===== config.mk =====
export PLATFORM = sky130hd
export DESIGN_NAME = calc2_port_issuer
export DESIGN_NICKNAME = d
export VERILOG_FILES = /design/src/rtl/calc2_pkg.sv /design/src/rtl/calc2_rsp_fifo.sv /design/src/rtl/calc2_port_issuer.sv
export SDC_FILE = /design/constraint.sdc
export NUM_CORES = 1
export LEC_CHECK = 0
export ABC_AREA = 0
export CAP_MARGIN = 5
export CELL_PAD_IN_SITES_DETAIL_PLACEMENT = 0
export CELL_PAD_IN_SITES_GLOBAL_PLACEMENT = 1
export CORE_ASPECT_RATIO = 0.6
export CORE_UTILIZATION = 35
export DETAILED_ROUTE_END_ITERATION = 8
export GPL_TIMING_DRIVEN = 0
export PLACE_DENSITY = 0.68
export SETUP_SLACK_MARGIN = 0.4
export SLEW_MARGIN = 20
export SYNTH_ARGS = -nofsm -noshare
export SYNTH_HDL_FRONTEND = slang
export SYNTH_HIERARCHICAL = 1
export SYNTH_SLANG_ARGS = --single-unit

===== constraint.sdc =====
create_clock -name c_clk -period 3.13 [get_ports c_clk]
set_clock_uncertainty 0.1 [all_clocks]
set_input_delay 0.626 -clock c_clk [delete_from_list [all_inputs] [get_ports c_clk]]
set_output_delay 0.626 -clock c_clk [all_outputs]
set_load 0.005 [all_outputs]

===== src/rtl/calc2_pkg.sv =====
// Shared widths, command/response codes and the response record for the calc2 port issuer.
package calc2_pkg;
    localparam int CMD_W    = 4;
    localparam int TAG_W    = 2;
    localparam int DATA_W   = 32;
    localparam int RESP_W   = 2;
    localparam int NUM_TAGS = 4;

    localparam logic [CMD_W-1:0] CMD_NOP = 4'd0;
    localparam logic [CMD_W-1:0] CMD_ADD = 4'd1;
    localparam logic [CMD_W-1:0] CMD_SUB = 4'd2;
    localparam logic [CMD_W-1:0] CMD_SHL = 4'd5;
    localparam logic [CMD_W-1:0] CMD_SHR = 4'd6;

    typedef enum logic [RESP_W-1:0] {
        RESP_NONE = 2'd0,
        RESP_OK   = 2'd1,
        RESP_OVF  = 2'd2,
        RESP_INV  = 2'd3
    } resp_e;

    typedef struct packed {
        logic [TAG_W-1:0]  tag;
        logic [RESP_W-1:0] code;
        logic [DATA_W-1:0] data;
    } rsp_entry_t;

    function automatic logic [TAG_W-1:0] lowest_free(input logic [NUM_TAGS-1:0] alloc);
        lowest_free = '0;
        for (int i = NUM_TAGS - 1; i >= 0; i--) begin
            if (!alloc[i]) lowest_free = TAG_W'(i);
        end
    endfunction
endpackage


===== src/rtl/calc2_rsp_fifo.sv =====
// Small synchronous FIFO holding completed calculator responses; head reads as zero when empty.
module calc2_rsp_fifo #(
    parameter int DEPTH = 4,
    parameter int WIDTH = 36
) (
    input  logic             clk,
    input  logic             rst_n,
    input  logic             push,
    input  logic [WIDTH-1:0] push_data,
    input  logic             pop,
    output logic [WIDTH-1:0] head,
    output logic             empty
);
    localparam int AW = $clog2(DEPTH);
    localparam logic [AW:0] FULL = (AW+1)'(DEPTH);
    localparam logic [AW:0] ONE  = (AW+1)'(1);

    logic [WIDTH-1:0] mem [DEPTH];
    logic [AW-1:0]    wr_ptr;
    logic [AW-1:0]    rd_ptr;
    logic [AW:0]      count;
    logic             do_push;
    logic             do_pop;

    assign empty   = (count == '0);
    assign do_pop  = pop && !empty;
    assign do_push = push && ((count != FULL) || do_pop);
    assign head    = empty ? '0 : mem[rd_ptr];

    always_ff @(posedge clk or negedge rst_n) begin
        if (!rst_n) begin
            wr_ptr <= '0;
            rd_ptr <= '0;
            count  <= '0;
            for (int i = 0; i < DEPTH; i++) mem[i] <= '0;
        end else begin
            if (do_push) begin
                mem[wr_ptr] <= push_data;
                wr_ptr      <= wr_ptr + 1'b1;
            end
            if (do_pop) rd_ptr <= rd_ptr + 1'b1;
            case ({do_push, do_pop})
                2'b10:   count <= count + ONE;
                2'b01:   count <= count - ONE;
                default: ;
            endcase
        end
    end
endmodule


===== src/rtl/calc2_port_issuer.sv =====
// Issues two-beat commands to a 4-tag calculator port and queues tagged responses in order of arrival.
// Tags are freed only when their response is popped downstream.
module calc2_port_issuer
    import calc2_pkg::*;
#(
    parameter int TIMEOUT_CYCLES = 255
) (
    input  logic              c_clk,
    input  logic              reset,
    input  logic              req_valid,
    output logic              req_ready,
    input  logic [CMD_W-1:0]  req_cmd,
    input  logic [DATA_W-1:0] req_op1,
    input  logic [DATA_W-1:0] req_op2,
    output logic [CMD_W-1:0]  req_cmd_in,
    output logic [TAG_W-1:0]  req_tag_in,
    output logic [DATA_W-1:0] req_data_in,
    input  logic [RESP_W-1:0] resp_out,
    input  logic [TAG_W-1:0]  tag_out,
    input  logic [DATA_W-1:0] data_out,
    output logic              rsp_valid,
    input  logic              rsp_ready,
    output logic [TAG_W-1:0]  rsp_tag,
    output logic [RESP_W-1:0] rsp_code,
    output logic [DATA_W-1:0] rsp_data,
    output logic [2:0]        outstanding,
    output logic              err_spurious,
    output logic              err_timeout
);
    // state | meaning
    // IDLE  | may accept a request; issue beat carries cmd, tag and op1
    // OP2   | second beat carries latched op2; no acceptance
    localparam logic [0:0] IDLE = 1'b0;
    localparam logic [0:0] OP2  = 1'b1;

    logic [0:0]          state;
    logic [NUM_TAGS-1:0] alloc;
    logic [NUM_TAGS-1:0] responded;
    logic [7:0]          age [NUM_TAGS];
    logic [TAG_W-1:0]    tag_q;
    logic [DATA_W-1:0]   op2_q;
    logic [TAG_W-1:0]    free_tag;
    logic                issue;
    logic                rsp_hit;
    logic                rsp_good;
    logic                pop;
    logic                fifo_empty;
    logic                timeout_hit;
    rsp_entry_t          push_entry;
    rsp_entry_t          head_entry;

    assign free_tag  = lowest_free(alloc);
    // Gated by reset so the handshake reads zero while reset is held.
    assign req_ready = reset && (state == IDLE) && req_valid && ((req_cmd == CMD_NOP) || !(&alloc));
    assign issue     = req_ready && (req_cmd != CMD_NOP);

    always_comb begin
        req_cmd_in  = '0;
        req_tag_in  = '0;
        req_data_in = '0;
        if (issue) begin
            req_cmd_in  = req_cmd;
            req_tag_in  = free_tag;
            req_data_in = req_op1;
        end else if (state == OP2) begin
            req_tag_in  = tag_q;
            req_data_in = op2_q;
        end
    end

    assign rsp_hit    = (resp_out != RESP_NONE);
    assign rsp_good   = rsp_hit && alloc[tag_out] && !responded[tag_out];
    assign push_entry = '{tag: tag_out, code: resp_out, data: data_out};
    assign pop        = rsp_valid && rsp_ready;

    calc2_rsp_fifo #(
        .DEPTH (NUM_TAGS),
        .WIDTH ($bits(rsp_entry_t))
    ) u_rsp_fifo (
        .clk       (c_clk),
        .rst_n     (reset),
        .push      (rsp_good),
        .push_data (push_entry),
        .pop       (pop),
        .head      (head_entry),
        .empty     (fifo_empty)
    );

    assign rsp_valid = !fifo_empty;
    assign rsp_tag   = head_entry.tag;
    assign rsp_code  = head_entry.code;
    assign rsp_data  = head_entry.data;

    always_comb begin
        outstanding = '0;
        timeout_hit = 1'b0;
        for (int i = 0; i < NUM_TAGS; i++) begin
            outstanding = outstanding + {2'b00, alloc[i]};
            if (alloc[i] && !responded[i] && (int'(age[i]) + 1 >= TIMEOUT_CYCLES)) timeout_hit = 1'b1;
        end
    end

    always_ff @(posedge c_clk or negedge reset) begin
        if (!reset) begin
            state        <= IDLE;
            alloc        <= '0;
            responded    <= '0;
            tag_q        <= '0;
            op2_q        <= '0;
            err_spurious <= 1'b0;
            err_timeout  <= 1'b0;
            for (int i = 0; i < NUM_TAGS; i++) age[i] <= '0;
        end else begin
            state <= issue ? OP2 : IDLE;
            if (issue) begin
                tag_q <= free_tag;
                op2_q <= req_op2;
            end
            if (rsp_hit && !rsp_good) err_spurious <= 1'b1;
            if (timeout_hit) err_timeout <= 1'b1;
            // The issuing tag was free, the popped tag is responded and a good response is unresponded,
            // so at most one of these events can touch a given tag per cycle.
            for (int i = 0; i < NUM_TAGS; i++) begin
                if (issue && (free_tag == TAG_W'(i))) begin
                    alloc[i]     <= 1'b1;
                    responded[i] <= 1'b0;
                    age[i]       <= '0;
                end else begin
                    if (pop && (head_entry.tag == TAG_W'(i))) begin
                        alloc[i]     <= 1'b0;
                        responded[i] <= 1'b0;
                    end else if (rsp_good && (tag_out == TAG_W'(i))) begin
                        responded[i] <= 1'b1;
                    end
                    if (alloc[i] && !responded[i] && (age[i] != 8'hFF)) age[i] <= age[i] + 8'd1;
                end
            end
        end
    end
endmodule

# Word level (Yosys, flattened, before mapping)
# Cells that the tools add are included.
[totals]
romBits = 0
reg_bits = 228
output_inout_bits = 81
latchBits = 0
ramBits = 0
memories = 0
word_cells = 186
inputBits = 108
[op_classes]
shifts = 0
n_lt_le_gt_ge = 8
n_reduce_logical = 66
muxes = 54
eq_ne = 16
div_mod_pow = 0
n_bitwise = 3
add_sub_neg = 15
multipliers = 0
[ops]
columns = ["operator", "n"]
rows = [
  ["$bwmux W144", 1],
  ["$mux W36", 4],
  ["$bmux W36 S2", 1],
  ["$demux W36 S2", 1],
  ["$mux W32", 2],
  ["$mux W8", 8],
  ["$add A8 B1 Y9 const B", 4],
  ["$ge A9 B8 Y1 const B", 4],
  ["$logic_and A1 B1 Y1", 35],
  ["$add A8 B1 Y8 const B", 4],
  ["$ne A8 B8 Y1 const B", 4],
  ["$mux W1", 27],
  ["$reduce_bool A2 Y1", 10],
  ["$eq A2 B2 Y1 const B", 7],
  ["$mux W2", 6],
  ["$reduce_bool A3 Y1", 4],
  ["$eq A2 B1 Y1 const B", 4],
  ["$logic_not A1 Y1", 8],
  ["$ge A3 B3 Y1 const B", 2],
  ["$logic_not A2 Y1", 3],
  ["$not A2 Y3", 2],
  ["$pmux W3 S2", 1],
  ["$add A2 B1 Y2 const B", 2],
  ["$bmux W1 S2", 2],
  ["other kinds (15)", 16],
]

# Logic depth before layout (Yosys ltp)
[depth]
depth_word = 9
mapped_depth = 11
ltp_nobuf = 9

# Cells and area by module
# The synthesis kept the hierarchy.
[modules_own_cells]
columns = ["module", "area_each_um2", "cells_per_inst", "seq_area_each_um2", "instances"]
rows = [
  ["calc2_rsp_fifo", 6969.2, 439, 3778.6, 1],
  ["calc2_port_issuer", 4448.0, 482, 1926.8, 1],
]

# Least setup slack after synthesis
# No wires, ideal clock.
[synth_path]
path_type = "flip-flop to flip-flop"
start = "register u_rsp_fifo.count[0]"
end = "register u_rsp_fifo.count[1]"
setup_time_ps = 87
path_buffers = 2
required_time_ps = 2943
slack_ps = 113
stages_incl_launch_ff = 12
arrival_ps = 2830
cell_sequence = "dfrtp_1 > or3_1 > clkbuf_1 > inv_1 > nor2b_1 > buf_1 > nand2_1 > or2_2 > fa_1 > o21ba_2 > o211ai_1 > a22oi_1"
[synth_via]
elab_chain_len = 8
word_cells_on_any_way = 13
classes_between = "add/sub: 2; eq/ne: 3; mux: 1; reduce/logical: 7"
[synth_lines]
columns = ["element", "line_no", "rtl"]
rows = [
  ["start, declared", "calc2_rsp_fifo.sv:21", "logic [AW:0] count;"],
  ["start signal, assigned", "calc2_rsp_fifo.sv:43", "2'b10: count <= count + ONE;"],
  ["start signal, assigned", "calc2_rsp_fifo.sv:44", "2'b01: count <= count - ONE;"],
  ["$logic_not A3 Y1 *", "calc2_rsp_fifo.sv:25", "assign empty = (count == '0);"],
  ["named net fifo_empty", "calc2_port_issuer.sv:47", "logic fifo_empty;"],
  ["$logic_not A1 Y1 *", "calc2_port_issuer.sv:89", "assign rsp_valid = !fifo_empty;"],
  ["$logic_and A1 B1 Y1 *", "calc2_port_issuer.sv:74", "assign pop = rsp_valid && rsp_ready;"],
  ["named net pop", "calc2_port_issuer.sv:46", "logic pop;"],
  ["$logic_and A1 B1 Y1 *", "calc2_rsp_fifo.sv:26", "assign do_pop = pop && !empty;"],
  ["$logic_or A1 B1 Y1", "calc2_rsp_fifo.sv:27", "assign do_push = push && ((count != FULL) || do_pop);"],
  ["$logic_and A1 B1 Y1", "calc2_rsp_fifo.sv:27", ""],
  ["$eq A2 B1 Y1 / $eq A2 B2 Y1 (equally long branches)", "calc2_rsp_fifo.sv:42", "case ({do_push, do_pop})"],
  ["$pmux W3 S2 / $reduce_bool A2 Y1 (equally long branches)", "-", ""],
]
# The timed path passes the listed nets; every way through them passes the cells marked *.
# A chain may end at the register's enable or synchronous reset.

# Worst setup path after layout
[layout_path]
start = "register u_rsp_fifo.rd_ptr[0]"
end = "output rsp_code[0]"
[layout_via]
elab_chain_len = 5
[layout_lines]
columns = ["element", "line_no", "rtl"]
rows = [
  ["start, declared", "calc2_rsp_fifo.sv:20", "logic [AW-1:0] rd_ptr;"],
  ["start signal, assigned", "calc2_rsp_fifo.sv:41", "if (do_pop) rd_ptr <= rd_ptr + 1'b1;"],
  ["$not A2 Y3 (implied by the code)", "calc2_rsp_fifo.sv:28", "assign head = empty ? '0 : mem[rd_ptr];"],
  ["$bmux W36 S2", "calc2_rsp_fifo.sv:28", ""],
  ["$mux W36 (implied by the code) (2 in series)", "calc2_rsp_fifo.sv:28", ""],
  ["$mux W36", "calc2_rsp_fifo.sv:28", ""],
  ["end, declared", "calc2_port_issuer.sv:24", "output logic [RESP_W-1:0] rsp_code,"],
]
# Every way passes these cells. The select of a mux whose other input is x is not followed.

==> run_results.csv <==
group,metric,value,unit
outcome,outcome,"finished, final reports clean",
synthesis,synth_nets,1046,
drt,drt_iter0_drc,423,
sta,fin_crit,2931,ps
finish,nets,1338,
drt,post_drt_wl_per_cell,18.55,um
synthesis,ys_warn_count,6,
floorplan,coreArea,31660,um^2
clock_tree,cts_tree,"done",
synthesis,async_reset_ff_share,100.0,%
drt,num_vias,8182,
floorplan,io_pins,189,
floorplan,rows,50,
global_route,grt_usage,18.79,%
global_route,grt_pass1_vias,8215,
synthesis,ys_types,71,
placed_design,io_buffer_count,188,
worst_setup_path,startpoint,"u_rsp_fifo/rd_ptr[0]",
worst_setup_path,reg2reg_depth,11,
clock_tree,clkTransAtPathRegs,60,ps
drt,wl,30530,um
clock_tree,root_buffer,"clkbuf_16",
synthesis,synth-seq-cells,228,
drt,via_per_inst,4.971,
global_route,grt_pass1_wl,49110,um
sta,finalHoldViolations,0,
drt,ant_nets,0,
synthesis,synth-edff-count,0,
worst_setup_path,arrival,2200,ps
hold_path,hold_path_class,"input pin to asynchronous set/reset pin",
finish,antenna_cells,0,
placed_design,dpl.hpwl,20620,um
synthesis,synth-seq-area-share,49.97,%
clock_tree,numCtsBuffers,24,
worst_setup_path,setup.worst_path.end,"rsp_code[0]",
worst_setup_path,rrSetupSlack,200,ps
sta,setup_tns,0,ps
floorplan,die_area,33370,um^2
finish,layout-drive-gt1-share,39.51,%
global_route,antenna_found_initial,0,
worst_setup_path,cp.required,2400,ps
finish,design_area,15770,um^2
drt,drc,0,
synthesis,synth-main-ff-cell,"dfrtp_1",
placed_design,place_inst,1527,
synthesis,synth_cells,921,
finish,fill_cells,2808,
power,p_leak,7.057,nW
run,maxCapViolations,0,
worst_setup_path,critPathKind,"register to output pin",
clock_tree,numClockSinks,228,
drt,route.top_layer_used,"met4",
sta,relSlewSlack,65.05,%
sta,setup_viol,0,
placed_design,place_ws,-485.4,ps
sta,drv_slew,0,
sta,fmax,0.3412,GHz
drt,dr.pass1.iters,4,
sta,worst-slew-pin-transition,524.2,ps
power,vdd_drop_max,0.4361,mV
drt,wl_met3,1205,um
sta,timing.hold.ws,15.42,ps
sta,post-route-period-util,93.63,%
drt,dr_wl_met2,12360,um
global_route,grt-ovfl-total,0,
global_route,grt_max_degree,94,
sta,rsz0062_at_grt,"yes",
sta,fin_ws,199.3,ps
placed_design,dpl_cell_area,13910,um^2
power,p_per_area,995.8,nW/um^2
drt,met1_length,16600,um
clock_tree,cts_max_path_buffers,3,
floorplan,initial_core_util,36.07,%
worst_setup_path,r2r_end,"u_rsp_fifo/count[1]",
floorplan,die_h,141.9,um
finish,fin_cells,1646,
clock_tree,insertion_delay,520,ps
worst_setup_path,endpoint_kind,"output pin",
placed_design,finalWeightedCongestion,0.8229,
worst_setup_path,start_kind,"register",
finish,syn_to_final_growth,38.10,%
floorplan,dieWidth,235.2,um
synthesis,netlist_area,11420,um^2
clock_tree,h-tree-depth,1,
worst_setup_path,r2r-start,"alloc[0]",
synthesis,avgSynthCellArea,12.40,um^2
worst_setup_path,critical_path_peak_fanout,6,
==> metrics by stage <==
step | total power [mW] | util, %
2_1_floorplan | 8.850 | -
3_3_place_gp | 11.20 | 43.75
3_5_place_dp | 11.30 | 43.94
4_1_cts | 15.57 | 49.10
5_1_grt | 16.75 | 49.81
6_report | 15.70 | 49.81
==> timing repair <==
item / CTS / global route
gates resized for setup: 413 / 33
pin swaps: 56 / 18
buffers inserted: 55 / 16
hold buffers: 1 / 0
endpoints found under the hold margin: 70 / 0
endpoints found under the setup margin: 228 / 169
cloned: 4 / 0
==> placed cells by master (no fill, tap or decap), drive strengths merged, types with 7 or more instances in the layout <==
master and n:
and3 8, ha 15, nand4 11, xor2 21, mux2 147, nor3 8
a22o 32, inv 18, clkbuf 50, nand3 13, and2 44, dfrtp 228
nand2 129, dlygate4sd2 16, a21oi 9, nand2b 7, mux4 37, xnor2 12
nor2 48, clkdlybuf4s50 103, buf 176
==> how the worst min path moves through the flow <==
| stage | start | cells past startpoint | to | slack, ps |
|---|---|---|---|---|
| 2_1_floorplan | reset | 0 | age[0] | 230 |
| 3_3_place_gp | op2_q[22] | 2 | op2_q[22] | 370 |
| 3_5_place_dp | op2_q[22] | 2 | op2_q[22] | 370 |
| 4_1_cts | reset | 2 | op2_q[9] | 10 |
| 5_1_grt | reset | 2 | op2_q[9] | 20 |
| 6_report | reset | 2 | op2_q[9] | 20 |
==> flip-flops by register name, summed over array words and instances, names as in the netlist <==
name / cells
age: 32
err_timeout: 1
err_spurious: 1
u_rsp_fifo/rd_ptr: 2
alloc: 4
tag_q: 2
op2_q: 32
u_rsp_fifo/mem: 144
responded: 4
u_rsp_fifo/count: 3
state: 1
u_rsp_fifo/wr_ptr: 2
==> per-layer routing <==
metal  vias to the layer above  GRT usage, %
met4                         0         3.082
met2                       147         26.16
met3                        27         3.171
li1                       3892             -
met5                         -             0
met1                      4116         30.28
==> Yosys cell counts, types with 15 or more instances <==
library cell  number  area [um^2]
dfrtp_1          228         5705
mux2_2           145         1633
nand2_1          128        480.5
and2_1            44        275.3
nor2_1            43        161.4
mux4_2            37        833.3
a22o_1            32        280.3
xor2_1            21        183.9
buf_2             17        85.08
inv_1             17        63.81
buf_6             16        180.2
ha_1              15        187.7
==> power by group <==
group / total [mW] / internal (mW) / leakage [nW] / switching [mW]
Clock: 3.05 / 1.86 / 0.416 / 1.19
Combinational: 7.62 / 4.67 / 3.86 / 2.95
Sequential: 5.03 / 4.24 / 2.79 / 0.791
Total: 15.7 / 10.8 / 7.06 / 4.93
==> cell type report <==
cell class / count / area (um^2) / share of cell area, %
Buffer: 50 / 515.5 / 3.269
Timing Repair Buffer: 266 / 2625 / 16.65
Clock buffer: 33 / 685.7 / 4.349
Clock inverter: 10 / 150.1 / 0.9522
Inverter: 18 / 80.08 / 0.5079
Multi-Input combinational cell: 625 / 5478 / 34.74
Sequential cell: 228 / 5713 / 36.23
Tap cell: 416 / 520.5 / 3.301
==> worst max-delay path: stages (launching register included) <==
cell and delay, ps:
dfrtp_1 400, buf_6 130, buf_12 130, buf_12 120
buf_16 120, buf_6 110, mux4_2 400, and2_4 150
buf_6 120
==> cell families (layout without fill, tap and decap cells) <==
group / after synthesis / count (layout) / share of synthesized area, %
compound gates: 91 / 91 / 6.586
xor+xnor: 33 / 33 / 2.532
fa+ha+maj: 17 / 17 / 1.995
buf+inv: 68 / 377 / 3.562
flops: 228 / 228 / 49.97
mux: 184 / 184 / 21.86
simple gates: 300 / 300 / 13.49
No activity file was read; power rests on OpenSTA's default activity.
==> patch (same flow settings) <==
Change the package constant `DATA_W` from 32 to 48.
--- a/src/rtl/calc2_pkg.sv
+++ b/src/rtl/calc2_pkg.sv
@@ -4,3 +4,3 @@
     localparam int TAG_W    = 2;
-    localparam int DATA_W   = 32;
+    localparam int DATA_W   = 48;
     localparam int RESP_W   = 2;
Ports: changed (5 resized); port bits go from 189 to 269. No check against the original RTL was run, so the function may have changed too.
==> patch against the unedited design <==
The run now ends with hold timing left; cell area up 34%; synthesized area up 30%; setup slack worse by 0.17 ns; total power up 34%; non-clock buffer count up 132; final cell count up 31%; count of clock-buffer cells in the layout up 10; sequential cell count up 80; wire length up 33%; highest routed layer is now met5.
==> patch: results (changes against the unedited design) <==
Run status
  • Status: complete, but fails checks (was complete, no violations)
  • Failing checks: hold timing

Setup path
  • FF-to-FF Start: alloc[2] (was alloc[0])
  • Crit path largest cell delay: 0.53 ns (was 0.40 ns)
  • R2r setup slk: 0.40 ns (was 0.20 ns)
  • Critical path fanouts, max: 5 (was 6)
  • Crit-path slowest cell: or4_4 (was dfrtp_1)

Synth
  • Area contributors post-synth: dfrtp_1 52%, mux2_2 16%, mux4_2 8.1% (was dfrtp_1 50%, mux2_2 14%, mux4_2 7.3%)
  • Xor/xnor cell area share of the yosys netlist: 0.0195 (was 0.0253)
  • Number of distinct library cells after synthesis: 60 (was 71)
  • Mapped Cells: 1163 (was 921)
  • Post-synthesis compound-gate area fraction: 0.0504 (was 0.0659)

Layout
  • Regs by FF count: u_rsp_fifo/mem (208), op2_q (48), age (32) (was u_rsp_fifo/mem (144), age (32), op2_q (32))
  • Layout cells sized above 1: 0.426 (was 0.395)
  • Fillers: 3628 (was 2808)

Drt
  • Vias per cell: 4.90 (was 4.97)
  • DRT iter0 DRCs: 470 (was 423)
  • Total routed wirelength: 40600 um (was 30500 um)
  • DR WL met2: 18900 um (was 12400 um)
  • Wire length on met3: 1890 um (was 1210 um)

Global routing
  • Met1 usage: 0.265 (was 0.303)
  • First-pass GRT wire length: 63900 um (was 49100 um)
  • Vias in the first global route: 11.0k (was 8215)
  • GR Util met2: 0.300 (was 0.262)
  • Initial antenna violation count: 2 (was 0)
  • Met3 Track Usage GR: 0.0369 (was 0.0317)
  • Layer with the highest usage: met2 (was met1)

Power
  • Maximum VDD drop: 0.542 mV (was 0.436 mV)
  • Lkg Pwr: 0.00951 uW (was 0.00706 uW)

STA
  • Fin. Hold Viols: 5 (was 0)
  • Fin Hold WS: -0.00522 ns (was 0.0154 ns)

Placed design
  • Placed Cells: 1994 (was 1527)
  • Area after DPL: 18300 um2 (was 13900 um2)
==> patch: cell count changes in the layout (fill, tap and decap cells not counted), sizes merged, moves of 4 or more <==
| cell | before | now |
|---|---|---|
| a22o | 32 | 48 |
| clkdlybuf4s50 | 103 | 150 |
| nor2 | 48 | 56 |
| and2 | 44 | 56 |
| dfrtp | 228 | 308 |
| buf | 176 | 263 |
| dlygate4sd2 | 16 | 6 |
| clkbuf | 50 | 67 |
| nand3b | 2 | 7 |
| mux2 | 147 | 211 |
| nor2b | 6 | 2 |
| mux4 | 37 | 53 |
| nand2 | 129 | 176 |
| nand3 | 13 | 8 |
==> patch: layout make-up <==
| class | instances | share of cell area |
|---|---|---|
| inverters | 18 | 0.00378 |
| multi-input cells | 770 | 0.325 |
| clock buffers | 43 | 0.0425 |
| clock inverters | 15 | 0.0103 |
| diodes | 1 | 0.000118 |
| flip-flops and latches | 308 | 0.364 |
| repair buffers | 381 | 0.187 |
| plain buffers | 67 | 0.0348 |
| well taps | 560 | 0.0331 |
==> patch: worst register-to-register path, cell delays in order, from the launching register on <==
cell and delay, ns:
dfrtp_1 0.36, buf_6 0.14, nand2b_1 0.12, mux4_2 0.55
nor2_4 0.24, buf_6 0.14, or2_4 0.10, fa_1 0.41
o21ba_4 0.22, o211ai_1 0.07, a22oi_1 0.19
==> patch: timing repair <==
item	CTS	global route
hold buffers	3	0
pin swaps	52	63
endpoints found under the setup margin	324	128
setup buffers	46	51
cloned	8	2
resized for setup	573	147
hold endpoints to repair	46	0
==> patch: power breakdown <==
part	switching, uW	internal (uW)	leakage [uW]	total (uW)
sequential	1030	5730	0.00376	6760
clock	1640	2430	0.000561	4070
combinational	3720	6460	0.00519	10200
total	6380	14600	0.00951	21000
